===== src/rtl/sum_n_ctrl.sv =====
// Sequential summation controller: captures a term count n, then accumulates
// n handshaked unsigned terms into a widened sum and pulses done when finished.
module sum_n_ctrl #(
    parameter int DW = 8,
    parameter int CW = 4
) (
    input  logic             clk,
    input  logic             rst_n,
    input  logic             start,
    input  logic [CW-1:0]    n,
    input  logic             din_valid,
    input  logic [DW-1:0]    din,
    output logic             din_ready,
    output logic [CW-1:0]    cnt,
    output logic [DW+CW-1:0] sum,
    output logic             busy,
    output logic             done
);

    localparam logic [1:0] ST_IDLE = 2'd0;
    localparam logic [1:0] ST_LOAD = 2'd1;
    localparam logic [1:0] ST_ACC  = 2'd2;
    localparam logic [1:0] ST_DONE = 2'd3;

    logic [1:0]       state_reg, state_next;
    logic [CW-1:0]    n_reg, n_next;
    logic [CW-1:0]    cnt_reg, cnt_next;
    logic [DW+CW-1:0] sum_reg, sum_next;
    logic [DW+CW-1:0] din_ext;
    logic             accept;

    // Zero-extend the term to the accumulator width.
    genvar gi;
    generate
        for (gi = 0; gi < DW + CW; gi++) begin : g_ext
            if (gi < DW) begin : g_data
                assign din_ext[gi] = din[gi];
            end else begin : g_zero
                assign din_ext[gi] = 1'b0;
            end
        end
    endgenerate

    // The cnt guard keeps the down-counter from ever wrapping below zero.
    assign accept = din_valid && (state_reg == ST_ACC) && (cnt_reg != '0);

    always_comb begin
        state_next = state_reg;
        n_next     = n_reg;
        cnt_next   = cnt_reg;
        sum_next   = sum_reg;
        case (state_reg)
            ST_IDLE: begin
                if (start) begin
                    n_next = n;
                    if (n != '0) begin
                        state_next = ST_LOAD;
                    end else begin
                        state_next = ST_DONE;
                        sum_next   = '0;
                        cnt_next   = '0;
                    end
                end
            end
            ST_LOAD: begin
                cnt_next   = n_reg;
                sum_next   = '0;
                state_next = ST_ACC;
            end
            ST_ACC: begin
                if (accept) begin
                    sum_next = sum_reg + din_ext;
                    cnt_next = cnt_reg - CW'(1);
                    if (cnt_reg == CW'(1)) begin
                        state_next = ST_DONE;
                    end
                end
            end
            ST_DONE: begin
                state_next = ST_IDLE;
            end
            default: begin
                state_next = ST_IDLE;
            end
        endcase
    end

    always_ff @(posedge clk) begin
        if (!rst_n) begin
            state_reg <= ST_IDLE;
            n_reg     <= '0;
            cnt_reg   <= '0;
            sum_reg   <= '0;
        end else begin
            state_reg <= state_next;
            n_reg     <= n_next;
            cnt_reg   <= cnt_next;
            sum_reg   <= sum_next;
        end
    end

    assign din_ready = (state_reg == ST_ACC);
    assign busy      = (state_reg == ST_LOAD) || (state_reg == ST_ACC);
    assign done      = (state_reg == ST_DONE);
    assign cnt       = cnt_reg;
    assign sum       = sum_reg;

endmodule


===== config.mk =====
export PLATFORM = sky130hd
export DESIGN_NAME = sum_n_ctrl
export DESIGN_NICKNAME = d
export VERILOG_FILES = /design/src/rtl/sum_n_ctrl.sv
export SDC_FILE = /design/constraint.sdc
export NUM_CORES = 1
export LEC_CHECK = 0
export CAP_MARGIN = 10
export CORE_ASPECT_RATIO = 1.75
export CORE_MARGIN = 2
export CORE_UTILIZATION = 49
export DETAILED_ROUTE_END_ITERATION = 6
export PLACE_DENSITY = 0.79
export SLEW_MARGIN = 5
export SYNTH_ARGS = -nofsm -noshare
export SYNTH_HDL_FRONTEND = slang
export SYNTH_SLANG_ARGS = --single-unit

===== constraint.sdc =====
create_clock -name clk -period 2.9 [get_ports clk]
set_input_delay 0.58 -clock clk [delete_from_list [all_inputs] [get_ports clk]]
set_output_delay 0.58 -clock clk [all_outputs]
set_load 0.02 [all_outputs]

==> results of run 1 <==
final timing paths:
check	endpoint	slack (ns)	cells past startpoint
worst max-delay path	sum[10]	0.22	9
worst max register to register	sum[9]	0.55	7
worst min register to register	n_reg[2]	0.46	2
worst min-delay path	n_reg[2]	0.46	2
power breakdown:
part / switching, W / leakage [nW] / internal (W)
Combinational: 0.000164 / 0.543 / 0.000114
Clock: 0.0000995 / 0.0357 / 0.000184
Sequential: 0.0000123 / 0.178 / 0.000317
Total: 0.000276 / 0.757 / 0.000615
final cells by class:
type / instances / area, um^2 / area share [%]
clock buffer: 3 / 41.29 / 2.144
clock inverter: 1 / 30.03 / 1.559
inverter: 10 / 37.54 / 1.949
multi-input combinational: 141 / 940.9 / 48.86
sequential: 22 / 440.4 / 22.87
tap: 28 / 35.03 / 1.819
timing repair buffer: 42 / 400.4 / 20.79
worst max-delay path, delay by kind of cell:
kind | cells | cell delay [ns]
adders and majority gates | 2 | 0.65
buffers and inverters | 2 | 0.57
AOI/OAI and AO/OA | 5 | 1.08
per-layer routing:
metal  vias up  track usage, %
met2        41           45.40
met3        11           2.370
met4         0           12.42
li1        733               -
met1       699           26.32
met5         -               0
Yosys cell counts, drive strengths merged, types with 2 or more instances:
master / count
nand2: 25
ha: 15
or4: 4
a31oi: 2
nor3: 3
xor2: 4
dfxtp: 22
nor2: 4
a2111oi: 3
nand3: 18
o21ai: 8
a21o: 4
o31ai: 2
or3: 2
clkbuf: 6
a21oi: 19
inv: 10
and3: 2
mux2i: 2
o311ai: 3
xnor2: 4
per-stage QoR:
stage | area, um^2 | instances
after floorplan | 1445 | 180
after global placement | 1854 | 243
after detailed placement | 1854 | 243
after CTS | 1926 | 247
after global routing | 1926 | 247
final | 1926 | 247
kinds of logic after synthesis:
group,Yosys count
buffers and inverters,17
adder cells (fa/ha/maj),16
multiplexers,2
AO/OA/AOI/OAI,50
flip-flops,22
XOR/XNOR,8
AND/OR/NAND/NOR,65
==> impl_metrics.json, run 1 <==
{
  "status": "complete, no violations",
  "fp.coreArea_um2": 2863,
  "synth_seq_cells": 22,
  "tritoncts": "built",
  "die-area_um2": 3417,
  "final_common_cell": "clkdlybuf4s50_1",
  "synth_top_family_by_area": "compound AO/OA/AOI/OAI gates",
  "largest_reg_flops": 12,
  "synthTopCellsByArea": "dfxtp_1, ha_1, a21oi_1, nand2_1, nand3_1",
  "synth_xor_area_share_pct": 4.848,
  "antenna_found_initial": 0,
  "gp_congestion": 0.8979,
  "rsz0062_at_grt": "false",
  "grt_usage_pct": 24.45,
  "skew_ns": 0.003414,
  "cts_max_level": 1,
  "drtIter0Drc": 45,
  "insertion_delay_ns": 0.26,
  "port_buffers": 34,
  "synth_fa_ha_area_share_pct": 14.37,
  "drive_above_1_share_pct": 6.393,
  "ys_seq_area_share_pct": 30.48,
  "worstSetupPathType": "input port to flop",
  "cts-resized-gates": 0,
  "antenna_left": 0,
  "diodes": 0,
  "synth_area_leader_cell": "dfxtp_1",
  "grt_max_degree": 20,
  "worst_pin_slew_ns": 0.6055,
  "routedLengthMet1_mm": 1.409,
  "met3_length_um": 119,
  "synth.avg_cell_area_um2": 8.029,
  "cts_buffer_depth": 2,
  "cp_slowest_cell": "clkdlybuf4s50_1",
  "wl_per_cell_um": 15.22,
  "clk_pin_slew_ns": 0.08,
  "cp_data_arrival_time_ns": 2.87,
  "path_cells": "clkdlybuf4s50_1 -> ha_1 -> fa_1 -> a21o_1 -> a221o_1 -> o31ai_1 -> buf_4 -> o211ai_1 -> a31oi_1",
  "max_slew_margin_pct": 59.63,
  "synth_ff_type": "dfxtp_1",
  "route.met2.wl_mm": 2.129,
  "dp_slack_ns": -0.05883,
  "worstHoldStart": "n_reg[2]",
  "max_cap_violations": 0,
  "nFillCells": 239,
  "rows": 26,
  "netlist_instances": 180,
  "p_per_area_nw_per_um2": 462.7,
  "clock-root-buffer": "clkbuf_8",
  "die_x_um": 45.05,
  "clock_sinks": 22,
  "nNetsFinal": 252,
  "fmax_ghz": 0.3729,
  "power.static_leakage_nw": 0.7570,
  "routed.top_layer": "met4",
  "r2r_start": "state_reg[0]",
  "layout_setup_ws_ns": 0.2184,
  "hold_ws_ns": 0.4625,
  "drc": 0,
  "hp-class": "flop to flop",
  "start_util_pct": 50.48,
  "crit_start": "din[0]",
  "startpoint_type": "input port",
  "mostFrequentLayoutCells": "clkdlybuf4s50_1, nand2_1, dfxtp_1, a21oi_1, nand3_1",
  "tns_ns": 0,
  "drv_slew": 0,
  "yosys.area.top_type_share_pct": 30.48,
  "cp-end-kind": "flop",
  "setup_viol": 0,
  "pin_count": 35,
  "synth_compound_area_share_pct": 22.25,
  "period_share_pct": 92.47,
  "syn-num-nets": 212,
  "die_y_um": 75.84,
  "utilization_pct": 67.26,
  "async_flop_share_pct": 0,
  "area_growth_pct": 33.25,
  "yosysWarnings": 0,
  "critPathRequiredTime_ns": 3.09,
  "grt_pass1_vias": 1500,
  "vdd_drop_max_uv": 401.9,
  "cp_max_fo": 4,
  "grt_pass1_wl_mm": 6.306,
  "dr.pass1.iters": 4,
  "post-cts-setup-buffers": 0,
  "gr-total-overflow": 0,
  "synth_edf_count": 0,
  "hold_viol": 0,
  "cts_hold_buf": 0,
  "num_vias": 1484,
  "ys_types": 40,
  "syn_area_um2": 1445,
  "cts_buffers": 3,
  "total_power_w": 0.0008910,
  "viasPerCell": 6.008,
  "layout_min_cycle_time_ns": 2.682,
  "routed_wl_mm": 3.759,
  "hpwlAfterDp_mm": 2.924,
  "synthSimpleGateAreaFrac_pct": 22.25,
  "synth.area.mux_share_pct": 1.385,
  "cp_slowest_stage_delay_ns": 0.41
}
Note: power is estimated with default switching activity, not from simulation.
==> run 2: changes to the inputs <==
CORE_UTILIZATION = 44   (was 49)
PLACE_DENSITY = 0.75   (was 0.79)
SKIP_LAST_GASP = 1   (was not set)
clock period = 2.3 ns   (was 2.9 ns; I/O delays follow)
==> run 2 against run 1 <==
Against the previous run: sequential share of layout area is 2.6 points lower; combinational power rose by 58%; first-iteration DRC count is 18% higher; total power grew 36%; global-route usage fell by 0.35 points; utilization rose by 2.6 points; clock power up 27%; flip-flop and latch count unchanged; sequential power increased by 27%; register-to-register slack lost 0.44 ns; critical path type unchanged; largest cell class unchanged.
==> impl_metrics.json, run 2 (same netlist as run 1, synthesis figures left out) <==
{
  "status": "complete, no violations",
  "fp.coreArea_um2": 3142,
  "hold_ws_ns": 0.4618,
  "antenna_left": 0,
  "cts_hold_buf": 0,
  "port_buffers": 34,
  "drc": 0,
  "max_cap_violations": 0,
  "gr-total-overflow": 0,
  "die_x_um": 47.32,
  "grt_usage_pct": 24.10,
  "drtIter0Drc": 53,
  "cts_buffer_depth": 2,
  "cp-end-kind": "flop",
  "diodes": 0,
  "pin_count": 35,
  "cts_max_level": 1,
  "hpwlAfterDp_mm": 3.226,
  "hold_viol": 0,
  "power.static_leakage_nw": 0.8879,
  "route.met2.wl_mm": 2.456,
  "rows": 27,
  "clk_pin_slew_ns": 0.08,
  "area_growth_pct": 51.86,
  "dr.pass1.iters": 4,
  "nFillCells": 255,
  "start_util_pct": 46.00,
  "skew_ns": 0.004845,
  "cts_buffers": 3,
  "mostFrequentLayoutCells": "buf_4, clkdlybuf4s50_1, nand2_1, a21oi_1, dfxtp_1",
  "final_common_cell": "buf_4",
  "worstSetupPathType": "input port to flop",
  "insertion_delay_ns": 0.26,
  "cp_max_fo": 2,
  "worst_pin_slew_ns": 0.4109,
  "die-area_um2": 3777,
  "hp-class": "flop to flop",
  "utilization_pct": 69.85,
  "cp_data_arrival_time_ns": 2.46,
  "routed_wl_mm": 4.163,
  "largest_reg_flops": 12,
  "die_y_um": 79.82,
  "grt_pass1_vias": 1649,
  "num_vias": 1627,
  "vdd_drop_max_uv": 471.7,
  "antenna_found_initial": 0,
  "drv_slew": 0,
  "wl_per_cell_um": 14.51,
  "rsz0062_at_grt": "true",
  "period_share_pct": 98.85,
  "clock_sinks": 22,
  "routedLengthMet1_mm": 1.449,
  "startpoint_type": "input port",
  "fmax_ghz": 0.4398,
  "setup_viol": 0,
  "layout_min_cycle_time_ns": 2.274,
  "drive_above_1_share_pct": 23.36,
  "critPathRequiredTime_ns": 2.49,
  "nNetsFinal": 277,
  "met3_length_um": 151,
  "tritoncts": "built",
  "max_slew_margin_pct": 72.56,
  "grt_max_degree": 17,
  "clock-root-buffer": "clkbuf_8",
  "viasPerCell": 5.669,
  "grt_pass1_wl_mm": 6.803,
  "gp_congestion": 0.8947,
  "routed.top_layer": "met4",
  "p_per_area_nw_per_um2": 554.0
}
==> run 2: worst max-delay path, cell delays in order <==
cell	delay, ns
buf_2	0.11
or4_4	0.53
a211o_1	0.32
or4_1	0.47
or4_1	0.41
a31oi_1	0.17
==> run 2: what timing repair did <==
action | 4_1_cts | 5_1_grt
gates resized for setup | 27 | 11
cloned | 0 | 0
pin swaps | 12 | 4
buffers inserted | 4 | 0
hold endpoints to repair | 0 | 0
setup endpoints to repair | 16 | 6
==> run 2: power breakdown <==
group,internal (W),switching (W)
sequential,0.000401,0.0000154
clock,0.000233,0.000128
combinational,0.000206,0.000233
==> run 2: cell type report <==
class / instances / area (um^2) / share of cell area, %
flip-flops and latches: 22 / 444.2 / 20.24
clock buffers: 3 / 41.29 / 1.881
inverters: 10 / 37.54 / 1.710
well taps: 43 / 53.80 / 2.452
multi-input cells: 141 / 1016 / 46.29
clock inverters: 1 / 30.03 / 1.368
repair buffers: 67 / 571.8 / 26.05
==> run 2: per-layer routing <==
layer	up-vias	track usage [%]
li1	784	-
met1	766	23.40
met2	64	46.08
met3	13	2.489
met4	0	10.56
met5	-	0
==> run 2: final timing paths <==
path                  from  endpoint  slack [ns]  depth (start not counted)
hold / removal    n_reg[0]  n_reg[0]        0.46                          2
hold reg to reg   n_reg[0]  n_reg[0]        0.46                          2
setup reg to reg    sum[0]   sum[10]        0.11                          8
setup / recovery      n[1]    sum[9]        0.03                          6
==> run 2: metrics by stage <==
stage | power, W | worst slack (ns) | cells | setup TNS [ns] | cell area, um^2
floorplan | 0.0006435 | 0.02772 | 180 | 0 | 1445
global placement | 0.0008210 | -0.4345 | 279 | -5.472 | 2031
detailed placement | 0.0008372 | -0.5564 | 279 | -6.417 | 2031
CTS | 0.001203 | -0.002906 | 287 | -0.002906 | 2136
global route | 0.001279 | -0.04860 | 287 | -0.08652 | 2195
finish | 0.001216 | 0.02646 | 287 | 0 | 2195
